==> src/rtl/mem_copy_pkg.sv <==
// Shared types and constants for the block-move / fill engine.
package mem_copy_pkg;
  localparam int AW_DEF = 8;
  localparam int DW_DEF = 8;

  localparam logic MODE_COPY = 1'b0;
  localparam logic MODE_FILL = 1'b1;

  typedef enum logic [1:0] {IDLE, READ, WRITE, DONE} state_t;
endpackage

==> src/rtl/mem_copy_engine_if.sv <==
// data_mem port bundle; the engine is the master, the memory the slave.
interface mem_copy_engine_if #(
  parameter int AW = 8,
  parameter int DW = 8
) ();
  logic [AW-1:0] DataAddress;
  logic          ReadMem;
  logic          WriteMem;
  logic [DW-1:0] DataIn;
  logic [DW-1:0] DataOut;

  modport master (output DataAddress, ReadMem, WriteMem, DataIn, input DataOut);
  modport slave  (input DataAddress, ReadMem, WriteMem, DataIn, output DataOut);
endinterface

==> src/rtl/mem_copy_engine.sv <==
// Memmove-safe byte copy / memory fill engine driving the data_mem port.
module mem_copy_engine
  import mem_copy_pkg::*;
#(
  parameter int AW = AW_DEF,
  parameter int DW = DW_DEF
) (
  input  logic               CLK,
  input  logic               reset,
  input  logic               Start,
  input  logic               Mode,
  input  logic [AW-1:0]      SrcAddr,
  input  logic [AW-1:0]      DstAddr,
  input  logic [AW-1:0]      Length,
  input  logic [DW-1:0]      FillVal,
  output logic               Busy,
  output logic               Done,
  mem_copy_engine_if.master  mem
);

  state_t        r_state, w_nstate;
  logic          r_mode, r_back;
  logic [DW-1:0] r_fill, r_buf;
  logic [AW-1:0] r_cnt, r_src, r_dst;

  logic [AW:0]   w_src_end;
  logic          w_back;
  logic [AW-1:0] w_len_m1;
  logic [AW-1:0] w_addr;
  logic          w_rd, w_wr;
  logic [DW-1:0] w_wdata;

  // Overlap test uses one extra bit so a source range running past the top
  // of memory is not mistaken for a non-overlapping one.
  assign w_src_end = {1'b0, SrcAddr} + {1'b0, Length};
  assign w_back    = (Mode == MODE_COPY) && (DstAddr > SrcAddr) &&
                     ({1'b0, DstAddr} < w_src_end);
  assign w_len_m1  = Length - 1'b1;

  always_ff @(posedge CLK) begin
    if (reset) r_state <= IDLE;
    else       r_state <= w_nstate;
  end

  always_comb begin
    w_nstate = r_state;
    Busy     = 1'b0;
    Done     = 1'b0;
    w_rd     = 1'b0;
    w_wr     = 1'b0;
    w_addr   = '0;
    w_wdata  = '0;
    case (r_state)
      IDLE: begin
        if (Start) begin
          if (Length == '0)            w_nstate = DONE;
          else if (Mode == MODE_FILL)  w_nstate = WRITE;
          else                         w_nstate = READ;
        end
      end
      READ: begin
        Busy     = 1'b1;
        w_rd     = 1'b1;
        w_addr   = r_src;
        w_nstate = WRITE;
      end
      WRITE: begin
        Busy    = 1'b1;
        w_wr    = 1'b1;
        w_addr  = r_dst;
        w_wdata = (r_mode == MODE_FILL) ? r_fill : r_buf;
        if (r_cnt == AW'(1))         w_nstate = DONE;
        else if (r_mode == MODE_FILL) w_nstate = WRITE;
        else                          w_nstate = READ;
      end
      DONE: begin
        Done     = 1'b1;
        w_nstate = IDLE;
      end
      default: w_nstate = IDLE;
    endcase
  end

  assign mem.DataAddress = w_addr;
  assign mem.ReadMem     = w_rd;
  assign mem.WriteMem    = w_wr;
  assign mem.DataIn      = w_wdata;

  always_ff @(posedge CLK) begin
    if (reset) begin
      r_mode <= MODE_COPY;
      r_back <= 1'b0;
      r_fill <= '0;
      r_buf  <= '0;
      r_cnt  <= '0;
      r_src  <= '0;
      r_dst  <= '0;
    end else begin
      case (r_state)
        IDLE: if (Start) begin
          r_mode <= Mode;
          r_back <= w_back;
          r_fill <= FillVal;
          r_cnt  <= Length;
          r_src  <= w_back ? SrcAddr + w_len_m1 : SrcAddr;
          r_dst  <= w_back ? DstAddr + w_len_m1 : DstAddr;
        end
        READ: begin
          r_buf <= mem.DataOut;
          r_src <= r_back ? r_src - 1'b1 : r_src + 1'b1;
        end
        WRITE: begin
          r_dst <= r_back ? r_dst - 1'b1 : r_dst + 1'b1;
          r_cnt <= r_cnt - 1'b1;
        end
        default: ;
      endcase
    end
  end

endmodule

==> src/flat_wrapper.sv <==
// flat-port wrapper written by rule: the top's interface ports become plain ports
module mem_copy_engine_flat import mem_copy_pkg::*;
#(
  parameter int AW = AW_DEF,
  parameter int DW = DW_DEF
)
  (CLK, reset, Start, Mode, SrcAddr, DstAddr, Length, FillVal, Busy, Done, mem_DataAddress, mem_ReadMem, mem_WriteMem, mem_DataIn, mem_DataOut);
  mem_copy_engine_if #(.AW(AW), .DW(DW)) mem_i ();
  input  logic CLK;
  input  logic reset;
  input  logic Start;
  input  logic Mode;
  input  logic [AW-1:0] SrcAddr;
  input  logic [AW-1:0] DstAddr;
  input  logic [AW-1:0] Length;
  input  logic [DW-1:0] FillVal;
  output logic Busy;
  output logic Done;
  output wire logic [$bits(mem_i.DataAddress)-1:0] mem_DataAddress;
  output wire logic [$bits(mem_i.ReadMem)-1:0] mem_ReadMem;
  output wire logic [$bits(mem_i.WriteMem)-1:0] mem_WriteMem;
  output wire logic [$bits(mem_i.DataIn)-1:0] mem_DataIn;
  input wire logic [$bits(mem_i.DataOut)-1:0] mem_DataOut;
  assign mem_DataAddress = mem_i.DataAddress;
  assign mem_ReadMem = mem_i.ReadMem;
  assign mem_WriteMem = mem_i.WriteMem;
  assign mem_DataIn = mem_i.DataIn;
  assign mem_i.DataOut = mem_DataOut;
  mem_copy_engine #(.AW(AW), .DW(DW)) u_core (.CLK(CLK), .reset(reset), .Start(Start), .Mode(Mode), .SrcAddr(SrcAddr), .DstAddr(DstAddr), .Length(Length), .FillVal(FillVal), .Busy(Busy), .Done(Done), .mem(mem_i));
endmodule
==> config.mk <==
export PLATFORM = sky130hd
export DESIGN_NAME = mem_copy_engine_flat
export DESIGN_NICKNAME = d
export VERILOG_FILES = /design/src/rtl/mem_copy_pkg.sv /design/src/rtl/mem_copy_engine_if.sv /design/src/rtl/mem_copy_engine.sv /design/src/flat_wrapper.sv
export SDC_FILE = /design/constraint.sdc
export NUM_CORES = 1
export LEC_CHECK = 0
export CAP_MARGIN = 20
export CORE_MARGIN = 2
export CORE_UTILIZATION = 56
export DETAILED_ROUTE_END_ITERATION = 8
export MAX_ROUTING_LAYER = met4
export PLACE_DENSITY = 0.81
export SYNTH_ARGS = -nofsm -noshare
export SYNTH_HDL_FRONTEND = slang
export SYNTH_SLANG_ARGS = --single-unit
export TNS_END_PERCENT = 100
==> constraint.sdc <==
create_clock -name CLK -period 4.7 [get_ports CLK]
set_input_delay 0.94 -clock CLK [delete_from_list [all_inputs] [get_ports CLK]]
set_output_delay 0.94 -clock CLK [all_outputs]
set_load 0.01 [all_outputs]
# After elaboration in Yosys (flattened, before gate mapping)
# Cells that the tools add are included.
# totals
reg_bits	44
inputBits	44
output_inout_bits	20
word_cells	58
# classes
addsub	9
order_cmp	2
eq_ne	5
muxes	23
n_bitwise	1
reduce_logical	10
# ops
operator	n
two-way mux 8 bit	9
case mux 8 bit (2 select lines)	4
subtractor 8 x 1 -> 8 bit (second input constant)	4
adder 8 x 1 -> 8 bit (second input constant)	2
adder 8 bit	2
two-way mux 2 bit	5
adder 8 x 8 -> 9 bit	1
less-than comparator 8 x 9 -> 1 bit	1
equality test 8 x 1 -> 1 bit (second input constant)	1
> comparator 8 bit	1
logical NOT 8 bit	1
case mux 2 bit (4 select lines)	1
AND reduction 2 bit	3
equality test 2 bit (second input constant)	2
two-way mux 1 bit	4
nonzero test 2 bit	2
equality test 2 x 1 -> 1 bit (second input constant)	1
logical AND 1 bit	2
logical NOT 2 bit	1
inequality test 2 bit (second input constant)	1
OR reduction 2 bit	1
NOT 1 bit	1

# Logic depth before layout (Yosys ltp)
# logic_depth
ltp_word	6
mapped_depth	17
depth_no_buf	16

# Worst setup path after synthesis
# Ideal clock, no wire load.
# synth_timing
path_kind	input to register
startpoint	in SrcAddr[0]
endpoint	reg u_core.r_dst[0]
setup_time_ns	0.131
t_arrival_ns	3.539
required_ns	4.569
path_slack_ns	1.030
stages	16
cell_sequence	ha_1 inv_1 fa_1 nor2b_1 o31ai_2 nand2b_1 a21oi_1 xor2_1 ha_1 nand4_1 a211oi_1 nor4_2 o32ai_4 buf_4 mux2i_1 o22ai_1
# synth_via
elab_chain_len	6
# synth_rtl
element	line_no	rtl
start, declared	flat_wrapper.sv:13	input logic [AW-1:0] SrcAddr;
adder 8 x 8 -> 9 bit / > comparator 8 bit (equally long branches)	mem_copy_engine.sv:35, mem_copy_engine.sv:36	
less-than comparator 8 x 9 -> 1 bit / logical AND 1 bit (equally long branches)	mem_copy_engine.sv:37, mem_copy_engine.sv:36	
logical AND 1 bit (*)	mem_copy_engine.sv:36	assign w_back = (Mode == MODE_COPY) && (DstAddr > SrcAddr) &&
two-way mux 8 bit (*)	mem_copy_engine.sv:106	r_dst <= w_back ? DstAddr + w_len_m1 : DstAddr;
two-way mux 8 bit (*)	mem_copy_engine.sv:100	IDLE: if (Start) begin
case mux 8 bit (2 select lines) (*)	mem_copy_engine.sv:99	case (r_state)
end signal, assigned	mem_copy_engine.sv:106	
end signal, assigned	mem_copy_engine.sv:113	r_dst <= r_back ? r_dst - 1'b1 : r_dst + 1'b1;
end, declared	mem_copy_engine.sv:24	logic [AW-1:0] r_cnt, r_src, r_dst;
# Every way passes the cells marked *; elsewhere a longest branch is shown, timed or not. The select of a mux whose other input is x is not followed.
# A chain may end at the register's enable or synchronous reset.

# Final worst setup path
# Ends and elaborated chain as after synthesis.

==> results.json <==
{
  "status": "finished clean",
  "reg2reg_slack_ps": 1590,
  "seqPwrFrac": 0.301,
  "grt_use_total": 0.2759,
  "cts_hold_buf": 0,
  "power_density_nw_per_um2": 401.2,
  "power_frac_comb": 0.587,
  "initial_core_util": 0.5803,
  "tightestPinTransition_ps": 1043,
  "nNetsFinal": 706,
  "synth_edf_count": 0,
  "clk_pin_slew_ps": 80,
  "dp.cells": 692,
  "finalNonFillerCells": 699,
  "cts.sinks": 44,
  "clockBufferDepth": 2,
  "yosysSeqAreaShare": 0.2082,
  "grt_pass1_vias": 3955,
  "areaGrowthSynthToFinish_pct": 19.22,
  "layout_min_cycle_time_ps": 4310,
  "drive_gt1_frac": 0.04167,
  "period_share": 0.9170,
  "synth.avg_cell_area_um2": 7.793,
  "synth_commonest_cells": "57 x ha_1, 57 x nor2_1, 55 x a21oi_1",
  "slew_violations": 0,
  "power.leakage_nw": 1.997,
  "ys_ff_latch": 44,
  "worst-setup-path-type": "in2reg",
  "setup_slack_ps": 389.9,
  "relSlewSlack": 0.2976,
  "place_ws_ps": 68.89,
  "vias": 4149,
  "ctsResizeCount": 0,
  "portBuffers": 63,
  "synth_area_leaders": "dfxtp_1 21%, ha_1 17%, a21oi_1 6.5%",
  "dieArea_um2": 8267,
  "syn-num-nets": 649,
  "worst_setup_path_end_kind": "flop",
  "htree_levels": 2,
  "drc_errors": 0,
  "setup_tns_ps": 0,
  "cp_data_arrival_time_ps": 4460,
  "hold_viol": 0,
  "viasPerCell": 5.936,
  "hpwl_mm": 9.016,
  "rows": 31,
  "core_region_area_um2": 7292,
  "routed_wl_mm": 11.12,
  "maxCapViolations": 0,
  "n_antenna_cell": 0,
  "p_int_w": 0.001101,
  "skew_ps": 8.333,
  "clkPwrFrac": 0.111,
  "cts_tree": "yes",
  "routedWlPerCell_um": 15.91,
  "antenna_found_initial": 0,
  "grt-ovfl-total": 0,
  "die_h_um": 90.93,
  "synth.distinct_cells": 54,
  "worstPathMaxFanout": 23,
  "cts_buffers": 5,
  "sw_frac_of_total": 0.4562,
  "clock_latency_ps": 290,
  "power.switching_w": 0.0009233,
  "max_freq_ghz": 0.2320,
  "n_fill_cell": 645,
  "rsz0062_at_grt": "no",
  "multi_input_area_um2": 3129,
  "synth_ff_type": "dfxtp_1",
  "ant_nets": 0,
  "drt_iter0_markers": 193,
  "ir_drop_v": 0.0001878,
  "netlist.area_leader.share": 0.2082,
  "gp_congestion": 0.9327,
  "drt_pass1_iterations": 4,
  "seq_area_um2": 880.8,
  "start_kind": "primary input",
  "io_pins": 64,
  "synth_top_area_cell": "dfxtp_1",
  "synth_warnings": 0,
  "grt_max_degree": 29,
  "finish.utilization": 0.6918,
  "grt_first_pass_wirelength_mm": 18.27,
  "netlist_area_um2": 4232,
  "min_path_type": "reg2reg",
  "setup_viol_count_final": 0,
  "async_reset_ff_frac": 0,
  "cts-root-buf": "clkbuf_8",
  "post_cts_buffers": 0,
  "die_w_um": 90.93,
  "required_ps": 4850,
  "syn_inst": 543
}
==> cells by family after synthesis <==
group / after synthesis / synth area share
AOI/OAI and AO/OA: 161 / 0.2407
buffers and inverters: 57 / 0.05234
DFF: 44 / 0.2082
adders and majority gates: 62 / 0.1922
muxes: 25 / 0.05943
xor gates and xnor gates: 30 / 0.06210
and+or+nand+nor: 164 / 0.1851
==> critical path: stages <==
cell and delay [ps]:
clkdlybuf4s50_1 540, ha_1 200, inv_1 50, fa_1 400, nor2b_1 200, o31ai_2 100
nand2b_1 80, a21oi_1 70, xor2_1 150, ha_1 290, nand4_1 90, a211oi_1 250
nor4_2 100, o32ai_4 300, buf_4 330, mux2i_1 260, o22ai_1 100
==> power groups by stage <==
| stage | Clock (W) | Combinational (W) | Sequential, W |
|---|---|---|---|
| final | 0.000225 | 0.00119 | 0.000610 |
| after CTS | 0.000230 | 0.00118 | 0.000606 |
| after global routing | 0.000246 | 0.00132 | 0.000628 |
| after floorplan | 0 | 0.000851 | 0.000574 |
| after global placement | 0 | 0.00114 | 0.000607 |
| after detailed placement | 0 | 0.00117 | 0.000615 |
==> metal layers <==
metal	GRT usage	part of all wire
met1	0.3421	0.45
met2	0.4586	0.48
met3	0.02838	0.045
met4	0.1136	0.030
met5	-	0
==> placed cells by master, fill, tap and decap left out, types with 4 or more instances in the layout <==
cell type	netlist	final
clkbuf_8	0	5
o21bai_1	5	5
clkdlybuf4s50_1	0	63
o22ai_1	12	12
nand4_1	4	4
ha_1	57	57
o211ai_1	5	5
a22oi_1	8	8
nor2b_1	15	15
nand3_1	10	10
or3_1	4	4
dfxtp_1	44	44
fa_1	5	5
a41oi_1	4	4
a21o_1	8	8
o21ai_1	7	7
xnor2_1	15	15
xor2_1	15	15
a21oi_1	55	55
nand2_1	43	43
mux2i_1	24	24
a211oi_1	13	13
nor3_1	11	11
inv_1	33	33
o21ai_0	25	25
buf_4	2	9
nor2_1	57	57
nand2b_1	5	5
==> final timing paths <==
| path | from | to | cells after the start |
|---|---|---|---|
| max | SrcAddr[0] | u_core.r_dst[0] | 17 |
| max reg2reg | u_core.r_state[1] | u_core.r_src[6] | 7 |
| min | u_core.r_fill[3] | u_core.r_fill[3] | 2 |
| min reg2reg | u_core.r_fill[3] | u_core.r_fill[3] | 2 |
==> per-stage QoR <==
stage / total power, W / area, um^2 / hold WS [ps]
CTS: 0.002017 / 5045 / 458.8
detailed placement: 0.001789 / 4964 / 448.3
floorplan: 0.001425 / 4232 / 436.0
global route: 0.002192 / 5045 / 489.5
finish: 0.002024 / 5045 / 456.9
global placement: 0.001744 / 4964 / 442.5
==> registers in the layout (all words and copies together) (netlist names) <==
register,flops
u_core.r_fill,8
u_core.r_state,2
u_core.r_cnt,8
u_core.r_src,8
u_core.r_back,1
u_core.r_buf,8
u_core.r_mode,1
u_core.r_dst,8
==> cell type report <==
class                      count  area share
clock buffer                   5     0.01364
multi-input combinational    442      0.6203
timing repair buffer          72      0.1384
inverter                      35     0.02604
tap                           99     0.02455
clock inverter                 2    0.002480
sequential                    44      0.1746
Power figures use the tool's default switching activity.
